===== src/rtl/seg7_scan_display_if.sv =====
// seg7_scan_display_if
//   Bundles the BCD input side and the segment/anode pin side of the
//   four-digit scan driver.
//
//   Handshake: bcd_valid is a single-cycle strobe with no ready. The display
//   always accepts it: bcd is captured on any rising clock edge where
//   bcd_valid is high. Strobes arriving before an earlier value reaches the
//   display overwrite that value.
//
//   Signals
//     bcd       [15:0] packed BCD word, [3:0] units .. [15:12] thousands
//     bcd_valid        load strobe for bcd
//     blank_en         1 = blank leading zeros, sampled every cycle
//     seg       [6:0]  {g,f,e,d,c,b,a}, active-low
//     an        [3:0]  digit anodes, active-low, an[0] = units digit
//
//   Modports
//     master : the producer and board side (drives bcd/bcd_valid/blank_en)
//     slave  : the scan driver (drives seg/an)
interface seg7_scan_display_if;
    logic [15:0] bcd;
    logic        bcd_valid;
    logic        blank_en;
    logic [6:0]  seg;
    logic [3:0]  an;

    modport master (
        output bcd,
        output bcd_valid,
        output blank_en,
        input  seg,
        input  an
    );

    modport slave (
        input  bcd,
        input  bcd_valid,
        input  blank_en,
        output seg,
        output an
    );
endinterface


===== src/rtl/seg7_scan_display.sv =====
// seg7_scan_display
//   Time-multiplexed driver for a 4-digit common-anode seven-segment display.
//   A new BCD word is parked in a shadow register and only copied to the
//   displayed word at a frame boundary (digit index wrapping 3 -> 0), so a
//   frame never mixes digits from two different words.
//
//   Parameters
//     SCAN_DIV  clock cycles per digit slot (>= 2)
//
//   Ports
//     clk   system clock, rising edge
//     rst   asynchronous, active-high reset; blanks the outputs immediately
//     bus   seg7_scan_display_if.slave (bcd, bcd_valid, blank_en in;
//           seg, an out, both registered)
module seg7_scan_display #(
    parameter int SCAN_DIV = 100000
) (
    input logic                clk,
    input logic                rst,
    seg7_scan_display_if.slave bus
);

    localparam int             PRE_W    = (SCAN_DIV > 2) ? $clog2(SCAN_DIV) : 1;
    localparam logic [PRE_W-1:0] PRE_LAST = PRE_W'(SCAN_DIV - 1);

    logic [PRE_W-1:0] pre;
    logic [1:0]       idx;
    logic             tick;
    logic             frame_end;

    logic [15:0]      shadow;
    logic [15:0]      disp;
    logic             pending;

    logic [3:0]       nibble;
    logic             upper_zero;
    logic             blank;
    logic [6:0]       seg_next;

    logic [6:0]       seg_q;
    logic [3:0]       an_q;

    // Active-low {g,f,e,d,c,b,a}; non-decimal nibbles show a dash.
    function automatic logic [6:0] decode(input logic [3:0] n);
        logic [6:0] s;
        case (n)
            4'd0:    s = 7'b1000000;
            4'd1:    s = 7'b1111001;
            4'd2:    s = 7'b0100100;
            4'd3:    s = 7'b0110000;
            4'd4:    s = 7'b0011001;
            4'd5:    s = 7'b0010010;
            4'd6:    s = 7'b0000010;
            4'd7:    s = 7'b1111000;
            4'd8:    s = 7'b0000000;
            4'd9:    s = 7'b0010000;
            default: s = 7'b0111111;
        endcase
        return s;
    endfunction

    assign tick      = (pre == PRE_LAST);
    assign frame_end = tick && (idx == 2'd3);

    // Prescaler and digit index.
    always_ff @(posedge clk or posedge rst) begin
        if (rst) begin
            pre <= '0;
            idx <= 2'd0;
        end else if (tick) begin
            pre <= '0;
            idx <= idx + 2'd1;
        end else begin
            pre <= pre + PRE_W'(1);
        end
    end

    // Shadow/display words. When a strobe lands on the frame-end edge, disp
    // takes the old shadow and the new word stays pending for the next frame.
    always_ff @(posedge clk or posedge rst) begin
        if (rst) begin
            shadow  <= 16'h0000;
            disp    <= 16'h0000;
            pending <= 1'b0;
        end else begin
            if (frame_end && pending) begin
                disp <= shadow;
            end
            if (bus.bcd_valid) begin
                shadow  <= bus.bcd;
                pending <= 1'b1;
            end else if (frame_end) begin
                pending <= 1'b0;
            end
        end
    end

    // Digit select and leading-zero blanking. A digit is blanked only when it
    // and every more significant nibble are zero; digit 0 is always lit.
    always_comb begin
        nibble     = disp[{idx, 2'b00} +: 4];
        upper_zero = 1'b0;
        case (idx)
            2'd3:    upper_zero = (disp[15:12] == 4'h0);
            2'd2:    upper_zero = (disp[15:8]  == 8'h00);
            2'd1:    upper_zero = (disp[15:4]  == 12'h000);
            default: upper_zero = 1'b0;
        endcase
        blank    = bus.blank_en && upper_zero;
        seg_next = blank ? 7'b1111111 : decode(nibble);
    end

    // Registered pin drivers; reset forces all segments and anodes off.
    always_ff @(posedge clk or posedge rst) begin
        if (rst) begin
            seg_q <= 7'b1111111;
            an_q  <= 4'b1111;
        end else begin
            seg_q <= seg_next;
            an_q  <= ~(4'b0001 << idx);
        end
    end

    assign bus.seg = seg_q;
    assign bus.an  = an_q;

endmodule


===== src/flat_wrapper.sv =====
// flat-port wrapper written by rule: the top's interface ports become plain ports
module seg7_scan_display_flat 
#(
    parameter int SCAN_DIV = 100000
)
  (clk, rst, bus_bcd, bus_bcd_valid, bus_blank_en, bus_seg, bus_an);
  seg7_scan_display_if bus_i ();
  input logic clk;
  input logic rst;
  input wire logic [$bits(bus_i.bcd)-1:0] bus_bcd;
  input wire logic [$bits(bus_i.bcd_valid)-1:0] bus_bcd_valid;
  input wire logic [$bits(bus_i.blank_en)-1:0] bus_blank_en;
  output wire logic [$bits(bus_i.seg)-1:0] bus_seg;
  output wire logic [$bits(bus_i.an)-1:0] bus_an;
  assign bus_i.bcd = bus_bcd;
  assign bus_i.bcd_valid = bus_bcd_valid;
  assign bus_i.blank_en = bus_blank_en;
  assign bus_seg = bus_i.seg;
  assign bus_an = bus_i.an;
  seg7_scan_display #(.SCAN_DIV(SCAN_DIV)) u_core (.clk(clk), .rst(rst), .bus(bus_i));
endmodule

===== config.mk =====
export PLATFORM = sky130hd
export DESIGN_NAME = seg7_scan_display_flat
export DESIGN_NICKNAME = d
export VERILOG_FILES = /design/src/rtl/seg7_scan_display_if.sv /design/src/rtl/seg7_scan_display.sv /design/src/flat_wrapper.sv
export SDC_FILE = /design/constraint.sdc
export NUM_CORES = 1
export LEC_CHECK = 0
export BUFFER_PORTS_ARGS = -buffer_cell sky130_fd_sc_hd__buf_2
export CORE_UTILIZATION = 45
export DETAILED_ROUTE_END_ITERATION = 8
export PLACE_DENSITY = 0.61
export SETUP_SLACK_MARGIN = 0.05
export SYNTH_ARGS = -nofsm -noshare
export SYNTH_HDL_FRONTEND = slang
export SYNTH_SLANG_ARGS = --single-unit

===== constraint.sdc =====
create_clock -name clk -period 2.65 [get_ports clk]
set_input_delay 0 -clock clk [delete_from_list [all_inputs] [get_ports clk]]
set_output_delay 0 -clock clk [all_outputs]
set_load 0.02 [all_outputs]

Word level (Yosys, flattened, before mapping)
Memory sizes are Yosys's and may differ from the RTL's.
Index checks and enable logic that the tools add are counted.
{"block": "totals", "register_bits": 63, "rom_bits": 112, "out_inout_bits": 11, "word_cells": 29, "memories": 1}
{"memory": "(no name shown)", "words": 16, "width": 7, "rd": 1, "rd_ports_with_merged_regs": 0, "write_ports": 0, "line_no": "seg7_scan_display.sv:46", "source": "case (n)"}
{"block": "op_classes", "addsub": 2, "eq_ne": 4, "shifts": 2, "mux": 5, "n_bitwise": 1, "reduce_logical": 7}
{"op": "17-bit by 1-bit adder with 17-bit output (second input constant)", "n": 1}
{"op": "17-bit == test (second input constant)", "n": 1}
{"op": "17-bit 2-to-1 mux", "n": 1}
{"op": "16-bit by 5-bit indexed part select with 4-bit output", "n": 1}
{"op": "12-bit zero test", "n": 1}
{"op": "8-bit zero test", "n": 1}
{"op": "7-bit 2-to-1 mux", "n": 1}
{"op": "2-bit == test (second input constant)", "n": 2}
{"op": "4-bit zero test", "n": 1}
{"op": "4-bit NOT", "n": 1}
{"op": "1-bit by 2-bit left shift with 4-bit output (first input constant)", "n": 1}
{"op": "1-bit logical AND", "n": 3}
{"op": "1-bit one-hot mux with 3 select lines", "n": 1}
{"op": "2-bit by 1-bit adder with 2-bit output (second input constant)", "n": 1}
{"op": "2-bit by 1-bit == test with 1-bit output (second input constant)", "n": 1}
{"op": "1-bit 2-to-1 mux", "n": 2}
{"op": "2-bit nonzero test", "n": 1}

Longest topological paths before layout
Gate-level depths: netlist (run 1).
{"block": "logic_depth", "word_depth": 4, "mapped_depth": 7, "ltp_nobuf": 7}

Worst setup path before layout (run 1)
OpenSTA, ideal clock, no wires.
{"block": "synth_path", "path_kind": "reg2reg", "start": "reg u_core.idx[0]", "end": "reg u_core.seg_q[4] (netlist: u_core.bus.seg[4])", "arrival_time_ps": 1815, "path_slack_ps": 742, "stages_incl_launch_ff": 8, "path_buffers": 0, "cell_sequence": "dfrtp_1 > mux4_1 > inv_1 > ha_1 > inv_1 > mux2_1 > o21ai_1 > o21ai_1"}
{"block": "synth_via", "elab_chain_len": 4}
{"item": "start: declaration", "line_no": "seg7_scan_display.sv:27", "source": "logic [1:0] idx;"}
{"item": "start signal: assignment", "line_no": "seg7_scan_display.sv:72", "source": "idx <= idx + 2'd1;"}
{"item": "branches (longest 3 deep; another with memory 16 x 7 bit)"}
{"item": "7-bit 2-to-1 mux (*)", "line_no": "seg7_scan_display.sv:110", "source": "seg_next = blank ? 7'b1111111 : decode(nibble);"}
{"item": "net u_core.seg_next[4]", "line_no": "seg7_scan_display.sv:38", "source": "logic [6:0] seg_next;"}
{"item": "end signal: assignment", "line_no": "seg7_scan_display.sv:119", "source": "seg_q <= seg_next;"}
{"item": "end: declaration", "line_no": "seg7_scan_display.sv:40", "source": "logic [6:0] seg_q;"}
Mark *: on every way through the listed nets, which the timed path passes.
A chain may end at the register's enable or synchronous reset.

Final worst setup path (run 1)
{"block": "layout_path", "start": "reg u_core.pre[0]", "end": "reg u_core.disp[10]"}
{"block": "layout_via", "elab_chain_len": 3}
{"item": "start: declaration", "line_no": "seg7_scan_display.sv:26", "source": "logic [PRE_W-1:0] pre;"}
{"item": "start signal: assignment", "line_no": "seg7_scan_display.sv:74", "source": "pre <= pre + PRE_W'(1);"}
{"item": "17-bit == test", "line_no": "seg7_scan_display.sv:62", "source": "assign tick = (pre == PRE_LAST);"}
{"item": "1-bit logical AND", "line_no": "seg7_scan_display.sv:63", "source": "assign frame_end = tick && (idx == 2'd3);"}
{"item": "1-bit logical AND", "line_no": "seg7_scan_display.sv:86", "source": "if (frame_end && pending) begin"}
{"item": "end signal: assignment", "line_no": "seg7_scan_display.sv:87", "source": "disp <= shadow;"}
{"item": "end: declaration", "line_no": "seg7_scan_display.sv:32", "source": "logic [15:0] disp;"}
Every way passes these cells.

==> out/results.ini, run 1 <==
[routing]
wl_per_cell_um=14.63
via_per_inst=5.151
drcViolationCount=0
first_pass_iters=4
antenna_left=0
routed_wl_um=5149
drt_iter0_drc=38
vias=1813

[power]
swShare_pct=22.05
leakagePower_uw=0.001586
switchingPower_uw=421.9
pwr-share-clk_pct=43.2
p_int_uw=1491
powerDensity_mw_per_mm2=549.5
p_total_uw=1913
ir_drop_v=0.0005071
power_frac_seq_pct=52.3
p_comb_share_pct=4.4

[final_layout]
final_common_cell=dfrtp_1
n_antenna_cell=0
drive_above_1_share_pct=34.66
final_cell_mix=dfrtp_1, buf_2, mux2_2
layout.nets=303
area_growth_pct=19.65
final_cell_area_mm2=0.003482

[logic_synthesis]
syn_inst=218
yosysUniqueCellTypes=43
ys_seq_area_share_pct=54.64
syn_area_mm2=0.002910
ys_warn_count=0
synth-seq-cells=63
syn_nets=249
synth.avg_cell_area_um2=13.35

[placed_design]
hpwlAfterDp_um=3500
gp_congestion=0.8031
portBuffers=30
placement.cell_area_mm2=0.003114
dp_slack_ns=0.5560

[cts]
cts_root_buffer=clkbuf_8
tritoncts=done
clk_latency_ns=0.34
clock_path_buffers=2
postCtsSetupBuffers=0
cts_buffers=9
clkTransAtPathRegs_ns=0.07
cts_sinks=63
htreeDepth=3

[global_routing]
antenna_found_initial=0
grt_pass1_wl_um=8811
grt_pass1_vias=1840
overflow=0
grt_max_degree=45
grt_usage_pct=18.39

[status]
status=finished clean

[floorplan]
initial_core_util_pct=47.74
fp-row-count=28
die_w_um=82.42
die-area_mm2=0.006793
io_pins=31
core-area_mm2=0.006096
die_h_um=82.42

[setup_path]
worstPathMaxFanout=16
criticalPathCategory=flop to flop
worstPathRequired_ns=2.88
r2r_start=u_core.pre[0]
end_kind=flop
worst_ep_arrival_time_ns=2.33
startpoint_type=flop
critPathLaunch=u_core.pre[0]

[timing]
worst_slack_ns=0.5420
rsz0062_at_grt=false
relSlewSlack_pct=41.10
finalCritPeriodShare_pct=79.55
finalHoldViolCount=0
min_period_ns=2.108
hold_slack_ns=0.1413
setup_viol_count_final=0
fmax_mhz=474.4
tightest_slew_ns=0.8823
clock_skew_ns=0.008732
slew_violations=0
finalSetupTns_ns=0

[job]
drv_cap=0

[min_path]
hold_path.class=input pin to flop
hp-start=bus_bcd_valid

## worst paths after layout
path                                endpoint  slack, ns  cells after the start
min reg2reg                   u_core.pending       0.48                      1
min in group asynchronous   u_core.shadow[5]       0.40                      3
min                           u_core.pending       0.14                      2
max reg2reg                  u_core.disp[10]       0.54                      5
max                          u_core.disp[10]       0.54                      5
max in group asynchronous  u_core.bus.seg[6]       1.50                      4
## critical path: stages, from the launching register on
cell and delay, ns:
dfrtp_1 0.39, ha_1 0.24, and4_1 0.27, and4_4 0.33, and3_4 0.39, mux2_2 0.37
## stage by stage
step	util (%)	cells
global placement	51.09	319
finish	57.12	352
global route	57.12	352
CTS	57.12	352
detailed placement	51.09	319
floorplan	-	218
## area by class of cell
cell class | instances | area (um^2)
clock inverters | 6 | 60.06
fillers | 519 | 2614
multi-input cells | 136 | 1216
repair buffers | 49 | 335.3
clock buffers | 10 | 137.6
inverters | 13 | 48.80
well taps | 75 | 93.84
flip-flops and latches | 63 | 1590
## cell usage after synthesis (all sizes together)
cell type	instances	area share, %
mux2i	2	0.69
ha	11	4.7
inv	13	1.7
and4bb	2	0.86
buf	4	1.6
or3	1	0.22
nor3	3	0.52
nand2	8	1.0
o31ai	1	0.26
or3b	1	0.39
clkbuf	2	0.26
nand3b	1	0.26
a211o	1	0.30
a21o	2	0.52
mux4	4	3.2
xnor2	9	2.7
mux2	33	14
and3	2	0.60
and2	1	0.22
a21oi	3	0.52
nor4	1	0.22
dfrtp	52	45
nand4	6	1.3
o21ai	16	2.8
and4	4	1.3
o21bai	1	0.26
nor2b	3	0.64
nor2	8	1.0
nor4b	2	0.82
dfstp	11	9.9
xor2	4	1.2
nand3	4	0.69
or4	2	0.52
## metal layers
layer  global-route usage (%)  routed length (um)  share of wire [%]
met5                        0                   0                  0
met4                    5.439                  54                1.0
met3                    7.692                 237                4.6
met2                    28.26                2417                 47
met1                    23.69                2440                 47
## cells by family (layout without fill, tap and decap cells)
kind of cell / Yosys count / count (layout) / share of synthesized area (%)
compound gates: 24 / 24 / 4.600
xor+xnor: 13 / 13 / 3.912
fa+ha+maj: 11 / 11 / 4.729
buf+inv: 19 / 78 / 3.568
flops: 63 / 63 / 54.64
mux: 39 / 39 / 17.97
simple gates: 49 / 49 / 10.58
## state kept, by name (all words and copies together) (netlist names)
signal,cells
u_core.pending,1
u_core.disp,16
u_core.bus.an,4
u_core.idx,2
u_core.shadow,16
u_core.bus.seg,7
u_core.pre,17
## power groups by stage
stage / combinational, uW / sequential (uW) / clock [uW]
floorplan: 44.2 / 1010 / 0
global placement: 67.4 / 1020 / 0
detailed placement: 68.0 / 1020 / 0
CTS: 87.3 / 1000 / 857
global route: 95.3 / 1000 / 910
finish: 84.8 / 1000 / 827
## repair_timing
action / CTS / global route
resized for setup: 0 / 0
hold buffers: 17 / 0
endpoints found under the hold margin: 54 / 0
Note: power is estimated with default switching activity, not from simulation.
==> inputs of run 2 (changes only) <==
--- a/config.mk
+++ b/config.mk
@@ -8,7 +8,7 @@
 export BUFFER_PORTS_ARGS = -buffer_cell sky130_fd_sc_hd__buf_2
 export CORE_UTILIZATION = 45
 export DETAILED_ROUTE_END_ITERATION = 8
-export PLACE_DENSITY = 0.61
+export PLACE_DENSITY = 0.63
 export SETUP_SLACK_MARGIN = 0.05
 export SYNTH_ARGS = -nofsm -noshare
 export SYNTH_HDL_FRONTEND = slang
==> constraint.sdc (replaced) <==
create_clock -name clk -period 1.8 [get_ports clk]
set_input_delay 0 -clock clk [delete_from_list [all_inputs] [get_ports clk]]
set_output_delay 0 -clock clk [all_outputs]
set_load 0.02 [all_outputs]
==> out/results.ini, run 2 (same netlist as run 1, synthesis figures left out) <==
[final_layout]
layout.nets=334  ; +10%
stdcell_count=383  ; +8.8%
final_core_utilization_pct=63.10  ; +6.0 points
n_antenna_cell=0  ; unchanged
top_register=u_core.pre
final_common_cell=dfrtp_1
fillers=489  ; -5.8%
drive_above_1_share_pct=47.08  ; +12 points
top_regs=u_core.pre x17, u_core.disp x16, u_core.shadow x16
area_growth_pct=32.16
regArea_mm2=0.001593  ; +0.16%
largest_register_ffs=17  ; unchanged
multi_input_comb_area_mm2=0.001294  ; +6.4%
final_cell_mix=dfrtp_1, buf_2, buf_4

[timing]
fmax_mhz=566.6  ; +19%
clock_skew_ns=0.007540  ; -0.001192 ns
finalCritPeriodShare_pct=98.04  ; +18 points
slew_violations=0  ; unchanged
rsz0062_at_grt=true
worst_slack_ns=0.03522  ; -0.5067 ns
finalHoldViolCount=0  ; unchanged
tightest_slew_ns=0.5496  ; -0.3327 ns
min_period_ns=1.765  ; -0.3433 ns
relSlewSlack_pct=63.31  ; +22 points
setup_viol_count_final=0  ; unchanged

[setup_path]
reg2reg_to=u_core.disp[8]
path_buf_inv=1  ; +1
slowest_stage=dfrtp_1
worstPathMaxFanout=7  ; -9
crit_chain=nor4b_4, and4_4, and3_4, buf_12, mux2_4
end_kind=flop
criticalPathCategory=flop to flop
cp.depth=5  ; unchanged
cpPeakStageDelay_ns=0.41  ; +0.02 ns
worstPathRequired_ns=2.02  ; -0.86 ns
startpoint_type=flop
worst_ep_arrival_time_ns=1.98  ; -0.35 ns
critPathLaunch=u_core.pre[8]
rrSetupSlack_ns=0.04  ; -0.51 ns
endpoint=u_core.disp[8]
reg2reg_depth=5  ; unchanged
critPathTopFamily=simple AND/OR/NAND/NOR gates
r2r_start=u_core.pre[8]

[placed_design]
dp.cells=342  ; +7.2%
dp_slack_ns=-0.06700  ; -0.6230 ns
hpwlAfterDp_um=3794  ; +8.4%
gp_congestion=0.8037  ; about the same
portBuffers=30  ; unchanged

[cts]
htreeDepth=3  ; unchanged
clock_path_buffers=2  ; unchanged
tritoncts=done
cts_root_buffer=clkbuf_8
clk_latency_ns=0.34  ; about the same
cts_sinks=63  ; unchanged
cts_buffers=9  ; unchanged
clkTransAtPathRegs_ns=0.07  ; about the same

[global_routing]
grt_pass1_wl_um=9183  ; +4.2%
grt_max_degree=40  ; -11%
grt_usage_pct=19.01  ; +0.62 points
overflow=0  ; unchanged
grt_pass1_vias=1888  ; +2.6%
antenna_found_initial=0  ; unchanged

[min_path]
hp-start=bus_bcd_valid
hold_depth=2  ; unchanged
hold_path.class=input pin to flop

[power]
ir_drop_v=0.0005394  ; +6.4%
p_total_uw=2808  ; +47%
powerDensity_mw_per_mm2=730.2  ; +33%
leakagePower_uw=0.001750  ; +10%

[status]
status=finished clean

[routing]
via_per_inst=4.977  ; -3.4%
first_pass_iters=4  ; unchanged
drcViolationCount=0  ; unchanged
drt_iter0_drc=52  ; +37%
antenna_left=0  ; unchanged
routed_wl_um=5636  ; +9.5%
wl_per_cell_um=14.72  ; +0.60%
vias=1906  ; +5.1%

[floorplan]
core-area_mm2=0.006096  ; unchanged
die_w_um=82.42  ; unchanged
die-area_mm2=0.006793  ; unchanged
fp-row-count=28  ; unchanged
die_h_um=82.42  ; unchanged
io_pins=31  ; unchanged
initial_core_util_pct=47.74  ; unchanged

[job]
drv_cap=0  ; unchanged

[run 2: routing by layer]
layer | track usage (%) | up-vias | routed length, um
li1 | - | 945 | -
met1 | 25.71 | 911 | 2725
met2 | 28.26 | 39 | 2665
met3 | 4.066 | 11 | 150
met4 | 10.70 | 0 | 95
met5 | 0 | - | 0
[run 2: how the worst min path moves through the flow]
stage	endpoint	slack (ns)
after floorplan	u_core.shadow[10]	0.15
after global placement	u_core.idx[1]	0.07
after detailed placement	u_core.idx[1]	0.08
after CTS	u_core.pending	0.11
after global routing	u_core.pending	0.15
final	u_core.pending	0.12
[run 2: per-stage QoR]
step | instance area, um^2 | TNS [ns] | hold WS, ns
global placement | 3306 | 0 | 0.06972
finish | 3846 | 0 | 0.1206
floorplan | 2917 | -0.6472 | 0.1517
global route | 3846 | -0.1778 | 0.1516
CTS | 3757 | 0 | 0.1083
detailed placement | 3306 | -0.1298 | 0.07558
[run 2: final cells by class]
type | count | area share (%)
Clock buffer | 9 | 3.221
Clock inverter | 7 | 1.919
Inverter | 13 | 1.334
Multi-Input combinational cell | 136 | 33.64
Sequential cell | 63 | 41.41
Tap cell | 75 | 2.440
Timing Repair Buffer | 80 | 16.04
[run 2: power breakdown]
| group | switching, uW | internal, uW |
|---|---|---|
| clock | 569 | 637 |
| sequential | 21.6 | 1450 |
| combinational | 51.8 | 75.9 |
| total | 643 | 2170 |
[run 2: what timing repair did]
item,in CTS,in global routing
endpoints found under the hold margin,30,0
setup buffers,5,3
hold buffers,17,0
resized for setup,10,15
setup endpoints to repair,22,23
pin swaps,6,8
==> inputs of run 3 (changes only) <==
--- a/config.mk
+++ b/config.mk
@@ -9,7 +9,6 @@
 export CORE_UTILIZATION = 45
 export DETAILED_ROUTE_END_ITERATION = 8
 export PLACE_DENSITY = 0.63
-export SETUP_SLACK_MARGIN = 0.05
 export SYNTH_ARGS = -nofsm -noshare
 export SYNTH_HDL_FRONTEND = slang
 export SYNTH_SLANG_ARGS = --single-unit
==> constraint.sdc (replaced) <==
create_clock -name clk -period 1.45 [get_ports clk]
set_input_delay 0 -clock clk [delete_from_list [all_inputs] [get_ports clk]]
set_output_delay 0 -clock clk [all_outputs]
set_load 0.02 [all_outputs]
==> out/results.ini, run 3 (same netlist as run 1, synthesis figures left out) <==
[status]
status=finished with violations
failed_checks=setup timing

[power]
powerDensity_mw_per_mm2=810.4  ; +11%
leakagePower_uw=0.001910  ; +9.1%
ir_drop_v=0.0006208  ; +15%

[routing]
antenna_left=0  ; unchanged
via_per_inst=5.042  ; +1.3%
wl_per_cell_um=15.51  ; +5.4%
drt_iter0_drc=72  ; +38%
drcViolationCount=0  ; unchanged
vias=2057  ; +7.9%
first_pass_iters=4  ; unchanged
routed_wl_um=6328  ; +12%

[setup_path]
rrSetupSlack_ns=-0.31  ; -0.34 ns
worst_ep_arrival_time_ns=2.02  ; +0.04 ns
worstPathRequired_ns=1.72  ; -0.30 ns
end_kind=flop
r2r_start=u_core.idx[0]
critPathTopFamily=multiplexers
startpoint_type=flop
cpPeakStageDelay_ns=0.64  ; +0.23 ns
worstPathMaxFanout=6  ; -1
path_buf_inv=0  ; -1
cp_common_cell=o21ai_1
crit_chain=mux4_2, or3b_4, o21ai_1, o21ai_1
reg2reg_depth=4  ; -1
criticalPathCategory=flop to flop
slowest_stage=mux4_2
reg2reg_to=u_core.bus.seg[5]

[timing]
tightest_slew_ns=0.5444  ; -0.005155 ns
relSlewSlack_pct=63.37  ; about the same
slew_violations=0  ; unchanged
finalHoldViolCount=0  ; unchanged
setup_viol_count_final=26  ; +26
min_period_ns=1.757  ; -0.007441 ns
clock_skew_ns=0.01180  ; +0.004256 ns
rsz0062_at_grt=true
fmax_mhz=569.0  ; +0.42%
finalSetupTns_ns=-6.575  ; -6.575 ns
finalCritPeriodShare_pct=121.2  ; +23 points
worst_slack_ns=-0.3073  ; -0.3426 ns

[final_layout]
top_register=u_core.pre
area_growth_pct=42.26
layout.nets=359  ; +7.5%
final_common_cell=dfrtp_1
n_antenna_cell=0  ; unchanged
largest_register_ffs=17  ; unchanged
final_core_utilization_pct=67.92  ; +4.8 points
stdcell_count=408  ; +6.5%
final_cell_mix=dfrtp_1, buf_4, buf_2
drive_above_1_share_pct=54.65  ; +7.6 points
top_regs=u_core.pre x17, u_core.disp x16, u_core.shadow x16

[cts]
cts_root_buffer=clkbuf_8
htreeDepth=3  ; unchanged
tritoncts=done
cts_sinks=63  ; unchanged
clkTransAtPathRegs_ns=0.07  ; about the same
clock_path_buffers=2  ; unchanged
cts_buffers=9  ; unchanged
clk_latency_ns=0.34  ; about the same

[floorplan]
initial_core_util_pct=47.74  ; unchanged
die_h_um=82.42  ; unchanged
die-area_mm2=0.006793  ; unchanged
fp-row-count=28  ; unchanged
core-area_mm2=0.006096  ; unchanged
io_pins=31  ; unchanged
die_w_um=82.42  ; unchanged

[global_routing]
antenna_found_initial=0  ; unchanged
grt_max_degree=23  ; -43%
grt_pass1_vias=2165  ; +15%
grt_pass1_wl_um=10090  ; +9.8%
overflow=0  ; unchanged
grt_usage_pct=20.93  ; +1.9 points

[job]
drv_cap=0  ; unchanged

[min_path]
hold_depth=2  ; unchanged
hold_end=u_core.pending
hp-start=bus_bcd_valid
hold_path.class=input pin to flop

[placed_design]
dp.cells=369  ; +7.9%
hpwlAfterDp_um=4175  ; +10%
portBuffers=30  ; unchanged
gp_congestion=0.7615  ; -5.3%

==> run 3: changes by cell type in the layout (fill, tap and decap cells not counted), sizes merged <==
| cell | change |
|---|---|
| inv | -1 |
| clkbuf | +6 |
| bufinv | -1 |
| buf | +25 |
| clkinv | -1 |
| clkinvlp | -3 |
==> run 3: how the worst max path moves through the flow <==
stage | from | endpoint | slack [ns] | cells after the start
finish | u_core.idx[0] | u_core.bus.seg[5] | -0.31 | 4
global route | u_core.idx[0] | u_core.bus.seg[5] | -0.36 | 4
CTS | u_core.pre[11] | u_core.disp[10] | -0.28 | 5
detailed placement | u_core.disp[4] | u_core.bus.seg[1] | -0.28 | 5
global placement | u_core.idx[0] | u_core.bus.seg[4] | -0.26 | 7
floorplan | u_core.pre[0] | u_core.disp[0] | -0.41 | 7
==> run 3: layout make-up <==
class / instances / area (um^2)
Tap cell: 75 / 93.84
Clock inverter: 1 / 5.005
Timing Repair Buffer: 105 / 832.0
Fill cell: 436 / 1956
Sequential cell: 63 / 1593
Multi-Input combinational cell: 136 / 1395
Inverter: 13 / 55.05
Clock buffer: 15 / 166.4
==> run 3: metal layers <==
layer,global-route usage [%],up-vias,share of wire [%]
met5,0,-,0
met4,7.368,0,1.5
met3,6.703,13,3.3
met2,37.85,36,54
met1,22.87,1013,41
li1,-,995,-
==> run 3: through the flow <==
stage	setup WS (ns)	hold WS, ns	total power, uW	instance area, um^2
CTS	-0.2845	0.1368	3395	4024
global placement	-0.2616	0.06900	1994	3562
detailed placement	-0.2840	0.08440	1999	3562
finish	-0.3073	0.1497	3355	4140
floorplan	-0.4093	0.1208	1932	2933
global route	-0.3588	0.1500	3490	4140
==> run 3: worst reg2reg max path, cell delays in order (launching register included) <==
cell and delay, ns:
dfrtp_2 0.40, mux4_2 0.64, or3b_4 0.47, o21ai_1 0.09, o21ai_1 0.08
==> run 3: timing repair <==
item / in CTS / in global routing
gates resized for setup: 22 / 22
hold buffers: 17 / 0
setup buffers: 3 / 4
endpoints found under the setup margin: 29 / 31
hold endpoints to repair: 26 / 0
pin swaps: 22 / 15
==> run 3: power breakdown <==
part	leakage, uW	total (uW)	switching (uW)	internal [uW]
Combinational	0.00104	171	70.5	100
Sequential	0.000781	1830	25.3	1800
Clock	0.0000877	1360	641	714
Total	0.00191	3360	737	2620
